[config.mk]
export PLATFORM = sky130hd
export DESIGN_NAME = lsu_bus_master
export DESIGN_NICKNAME = d
export VERILOG_FILES = /design/src/rtl/lsu_pkg.sv /design/src/rtl/lsu_bus_master_lane_align.sv /design/src/rtl/lsu_bus_master.sv
export SDC_FILE = /design/constraint.sdc
export NUM_CORES = 1
export LEC_CHECK = 0
export ABC_CLOCK_PERIOD_IN_PS = 4200
export CELL_PAD_IN_SITES_DETAIL_PLACEMENT = 2
export CELL_PAD_IN_SITES_GLOBAL_PLACEMENT = 2
export CORE_ASPECT_RATIO = 0.75
export CORE_MARGIN = 2
export CORE_UTILIZATION = 25
export DETAILED_ROUTE_END_ITERATION = 12
export PLACE_DENSITY = 0.83
export SYNTH_ARGS = -nofsm -noshare
export SYNTH_HDL_FRONTEND = slang
export SYNTH_SLANG_ARGS = --single-unit
[constraint.sdc]
create_clock -name clk -period 4.2 [get_ports clk]
set_input_delay 0.84 -clock clk [delete_from_list [all_inputs] [get_ports clk]]
set_output_delay 0.84 -clock clk [all_outputs]
set_load 0.01 [all_outputs]
[src/rtl/lsu_pkg.sv]
// Shared state/size encodings and defaults for the LSU bus master.
package lsu_pkg;

    typedef enum logic [1:0] {
        IDLE = 2'b00,
        REQ  = 2'b01,
        DONE = 2'b10,
        ERR  = 2'b11
    } lsu_state_e;

    typedef enum logic [1:0] {
        SZ_B = 2'b00,
        SZ_H = 2'b01,
        SZ_W = 2'b10,
        SZ_X = 2'b11
    } lsu_size_e;

    localparam int unsigned ACK_TIMEOUT_DEF = 15;

endpackage

[src/rtl/lsu_bus_master_lane_align.sv]
// Combinational lane steering: byte enables, store replication, load
// extraction/extension and misalignment/illegal-size detection.
module lsu_lane_align
    import lsu_pkg::*;
(
    input  logic [1:0]  size,
    input  logic [1:0]  off,
    input  logic        load_unsigned,
    input  logic [31:0] wdata,
    input  logic [31:0] rdata,
    output logic [3:0]  be,
    output logic [31:0] wdata_rep,
    output logic [31:0] rdata_fmt,
    output logic        misalign
);

    logic [7:0]  lane_b;
    logic [15:0] lane_h;

    assign lane_b = rdata[{off, 3'b000} +: 8];
    assign lane_h = rdata[{off[1], 4'b0000} +: 16];

    always_comb begin
        be        = '0;
        wdata_rep = wdata;
        rdata_fmt = rdata;
        misalign  = 1'b0;
        case (lsu_size_e'(size))
            SZ_B: begin
                be        = 4'b0001 << off;
                wdata_rep = {4{wdata[7:0]}};
                rdata_fmt = {{24{~load_unsigned & lane_b[7]}}, lane_b};
            end
            SZ_H: begin
                be        = 4'b0011 << {off[1], 1'b0};
                wdata_rep = {2{wdata[15:0]}};
                rdata_fmt = {{16{~load_unsigned & lane_h[15]}}, lane_h};
                misalign  = off[0];
            end
            SZ_W: begin
                be       = '1;
                misalign = |off;
            end
            default: misalign = 1'b1;
        endcase
    end

endmodule

[src/rtl/lsu_bus_master.sv]
// Load/store unit bus master: req/ack handshake FSM with core stall.
// Optional REQ timeout enabled by defining LSU_TIMEOUT_EN.
module lsu_bus_master
    import lsu_pkg::*;
#(
    parameter int unsigned ACK_TIMEOUT = ACK_TIMEOUT_DEF
) (
    input  logic        clk,
    input  logic        rst,
    input  logic        lsu_valid,
    input  logic        lsu_we,
    input  logic [1:0]  lsu_size,
    input  logic        lsu_unsigned,
    input  logic [31:0] lsu_addr,
    input  logic [31:0] lsu_wdata,
    output logic        stall,
    output logic [31:0] lsu_rdata,
    output logic        lsu_err,
    output logic        bus_req,
    output logic        bus_we,
    output logic [31:0] bus_addr,
    output logic [3:0]  bus_be,
    output logic [31:0] bus_wdata,
    input  logic        bus_ack,
    input  logic [31:0] bus_rdata
);

    lsu_state_e  state;
    logic [3:0]  be;
    logic [31:0] wdata_rep;
    logic [31:0] rdata_fmt;
    logic        misalign;
    logic        timeout_hit;

    lsu_lane_align u_align (
        .size          (lsu_size),
        .off           (lsu_addr[1:0]),
        .load_unsigned (lsu_unsigned),
        .wdata         (lsu_wdata),
        .rdata         (bus_rdata),
        .be            (be),
        .wdata_rep     (wdata_rep),
        .rdata_fmt     (rdata_fmt),
        .misalign      (misalign)
    );

    assign stall = ((state == IDLE) && lsu_valid) || (state == REQ);

`ifdef LSU_TIMEOUT_EN
    logic [7:0] ack_cnt;

    // REQ is only ever entered from IDLE, so clearing in IDLE clears on entry.
    always_ff @(posedge clk or negedge rst) begin
        if (!rst) begin
            ack_cnt <= '0;
        end else if (state == IDLE) begin
            ack_cnt <= '0;
        end else if ((state == REQ) && !bus_ack) begin
            ack_cnt <= ack_cnt + 8'd1;
        end
    end

    assign timeout_hit = (ack_cnt == 8'(ACK_TIMEOUT - 1));
`else
    assign timeout_hit = (ACK_TIMEOUT == 0) && 1'b0;
`endif

    always_ff @(posedge clk or negedge rst) begin
        if (!rst) begin
            state     <= IDLE;
            bus_req   <= 1'b0;
            bus_we    <= 1'b0;
            bus_addr  <= '0;
            bus_be    <= '0;
            bus_wdata <= '0;
            lsu_rdata <= '0;
            lsu_err   <= 1'b0;
        end else begin
            lsu_err <= 1'b0;
            unique case (state)
                IDLE: begin
                    if (lsu_valid) begin
                        if (misalign) begin
                            state   <= ERR;
                            lsu_err <= 1'b1;
                        end else begin
                            state     <= REQ;
                            bus_req   <= 1'b1;
                            bus_we    <= lsu_we;
                            bus_addr  <= {lsu_addr[31:2], 2'b00};
                            bus_be    <= be;
                            bus_wdata <= wdata_rep;
                        end
                    end
                end
                REQ: begin
                    // An ack in the same cycle as the timeout limit takes priority.
                    if (bus_ack) begin
                        state   <= DONE;
                        bus_req <= 1'b0;
                        bus_we  <= 1'b0;
                        if (!bus_we) begin
                            lsu_rdata <= rdata_fmt;
                        end
                    end else if (timeout_hit) begin
                        state   <= ERR;
                        bus_req <= 1'b0;
                        bus_we  <= 1'b0;
                        lsu_err <= 1'b1;
                    end
                end
                DONE:    state <= IDLE;
                ERR:     state <= IDLE;
                default: state <= IDLE;
            endcase
        end
    end

endmodule

==> impl_metrics.tcl <==
set metrics [dict create \
    min_period_over_period_pct 69.24 \
    sequentialPowerShare_pct 35.7 \
    cts.sinks 103 \
    drtAntennaViolNets 0 \
    drv_slew 0 \
    cp-start-kind "input port" \
    crit_path_end "stall" \
    reg2reg_slack_ns 2.03 \
    antennaDiodeCount 0 \
    synth_cell_type_count 42 \
    n_fill_cell 2097 \
    layout-drive-gt1-share_pct 18.95 \
    port_buffers 205 \
    antenna_found_initial 0 \
    finalSetupTns_ns 0 \
    finalInstanceArea_sq_um 7731 \
    routed_wl_microns 18540 \
    arrival_ns 2.07 \
    wl_per_cell_microns 20.73 \
    dr.pass1.iters 4 \
    cts_buffers 9 \
    die_area_sq_um 21960 \
    power.share.switching_pct 32.80 \
    grt_pass1_wl_microns 28070 \
    slowest_stage "clkdlybuf4s50_1" \
    intPower_mw 3.384 \
    holdWs_ns 0.5160 \
    io_pins 208 \
    final_common_cell "clkdlybuf4s50_1" \
    grt_max_degree 73 \
    crit_start "lsu_valid" \
    ir_drop_mv 0.1990 \
    holdBufCountCts 0 \
    insertion_delay_ns 0.36 \
    cts_tree "built" \
    place_area_sq_um 7416 \
    hpwl_microns 14000 \
    path_cells "clkdlybuf4s50_1, nor2_1, nor2_1, clkdlybuf4s50_1" \
    yosys_warnings 0 \
    final_cells 894 \
    end_kind "output pin" \
    drc 0 \
    path_max_fanout 3 \
    die_w_microns 170.5 \
    power.total_mw 5.036 \
    hold_class "flop to flop" \
    relSlewSlack_pct 35.05 \
    track_usage_pct 16.95 \
    pwr-share-clk_pct 18.1 \
    htree_levels 3 \
    clk_pin_slew_ns 0.07 \
    clock.fmax_ghz 0.3439 \
    skew_ns 0.005978 \
    setup_violations 0 \
    vias 4072 \
    post_cts_buffers 0 \
    p_switching_mw 1.652 \
    viasPerCell 4.555 \
    start_util_pct 25.56 \
    cts.repair.resized 0 \
    worst_pin_slew_ns 0.9742 \
    status "finished, final reports clean" \
    crit_family "buffers and inverters" \
    async_flop_share_pct 100.0 \
    synth_edf_count 0 \
    dp_cells 878 \
    synthFlopType "dfrtp_1" \
    drt-initial-drc-count 213 \
    path_depth 4 \
    synth_area_sq_um 5195 \
    min_period_ns 2.908 \
    clock_path_buffers 2 \
    grt_pass1_vias 4556 \
    ys_seq_area_share_pct 49.61 \
    gp_congestion 0.7693 \
    drv_cap 0 \
    core_sq_um 20330 \
    p_per_area_nw_per_um2 651.4 \
    grt-ovfl-total 0 \
    rows 45 \
    hold_viol 0 \
    leakage_nw 3.352 \
    cts_root_buffer "clkbuf_16" \
    grt_setup_unrepaired "false" \
    syn-mean-instance-area_sq_um 12.52 \
    r2r_start "state[0]" \
    path_class "input port to output pin" \
    die_y_microns 128.8 \
    rr_worst_depth 4 \
    ys_ff_latch 103 \
    layout.nets 711 \
    timing.critical_path.buf_inv 2 \
    r2r_end "bus_wdata[24]" \
    worstPathRequired_ns 3.36 \
    syn_to_final_growth_pct 48.82 \
    mostFrequentLayoutCells "clkdlybuf4s50_1 (203), dfrtp_1 (103), mux2_4 (58), nor2_1 (38), nand2_1 (32)" \
    max_stage_delay_ns 0.56 \
    netlist_instances 415 \
    combinationalPowerShare_pct 46.2 \
]
## cell type report
cell class,count,area (sq um),share of cell area (%)
repair buffers,214,2125,27.48
flip-flops and latches,103,2577,33.34
inverters,5,18.77,0.2428
well taps,282,352.8,4.564
multi-input cells,274,2342,30.30
clock buffers,9,225.2,2.913
clock inverters,7,90.09,1.165
## worst min path at each step
stage / cells after the start / start / end / slack, ns
global placement: 2 / bus_req / bus_req / 0.47
CTS: 1 / bus_addr[4] / bus_addr[4] / 0.52
detailed placement: 1 / bus_be[0] / bus_be[0] / 0.48
floorplan: 1 / state[1] / state[0] / 0.47
finish: 1 / bus_wdata[2] / bus_wdata[2] / 0.52
global route: 1 / bus_wdata[20] / bus_wdata[20] / 0.53
## per-layer routing
| layer | track usage (%) | share of wire (%) | up-vias |
|---|---|---|---|
| met5 | 0 | 0 | - |
| met4 | 6.385 | 2.5 | 0 |
| met2 | 28.53 | 49 | 105 |
| met3 | 4.614 | 5.4 | 27 |
| met1 | 20.87 | 43 | 2073 |
| li1 | - | - | 1867 |
## Yosys cell counts (6+ instances only)
cell | instances | area (sq um)
mux2_4 | 58 | 870.8
mux2i_1 | 13 | 130.1
nor2_1 | 38 | 142.6
buf_1 | 6 | 22.52
a21oi_1 | 7 | 35.03
dfrtp_1 | 103 | 2577
mux2_2 | 27 | 304.0
a22oi_1 | 6 | 45.04
buf_2 | 9 | 45.04
a21o_1 | 11 | 82.58
nand2_1 | 32 | 120.1
a221oi_1 | 7 | 61.31
buf_12 | 7 | 140.1
o21ai_0 | 13 | 65.06
clkbuf_1 | 8 | 30.03
o22ai_1 | 6 | 37.54
a31oi_1 | 20 | 125.1
## power groups by stage
| stage | sequential (mW) | combinational (mW) | clock (mW) |
|---|---|---|---|
| global route | 1.87 | 2.47 | 0.978 |
| global placement | 1.77 | 2.26 | 0 |
| detailed placement | 1.82 | 2.34 | 0 |
| finish | 1.80 | 2.32 | 0.912 |
| floorplan | 1.97 | 0.804 | 0 |
| CTS | 1.81 | 2.36 | 0.944 |
## flip-flops by register name, summed over array words and instances, names as in the netlist
name / count
bus_be: 4
lsu_err: 1
bus_req: 1
bus_wdata: 32
bus_we: 1
bus_addr: 30
state: 2
lsu_rdata: 32
## stage by stage
stage / worst slack (ns) / utilization (%)
after global routing: 1.230 / 38.04
after floorplan: 1.924 / -
after detailed placement: 0.9597 / 36.49
after CTS: 1.264 / 38.04
final: 1.292 / 38.04
after global placement: 1.043 / 36.49
## cells by family after synthesis
group                     Yosys count  share of synthesized area, %
AOI/OAI and AO/OA                  84                         11.18
DFF                               103                         49.61
other                               1                       0.07219
muxes                              99                         25.55
buffers and inverters              39                         5.660
xor gates and xnor gates            2                        0.3372
and+or+nand+nor                    87                         7.587
Power figures use the tool's default switching activity.
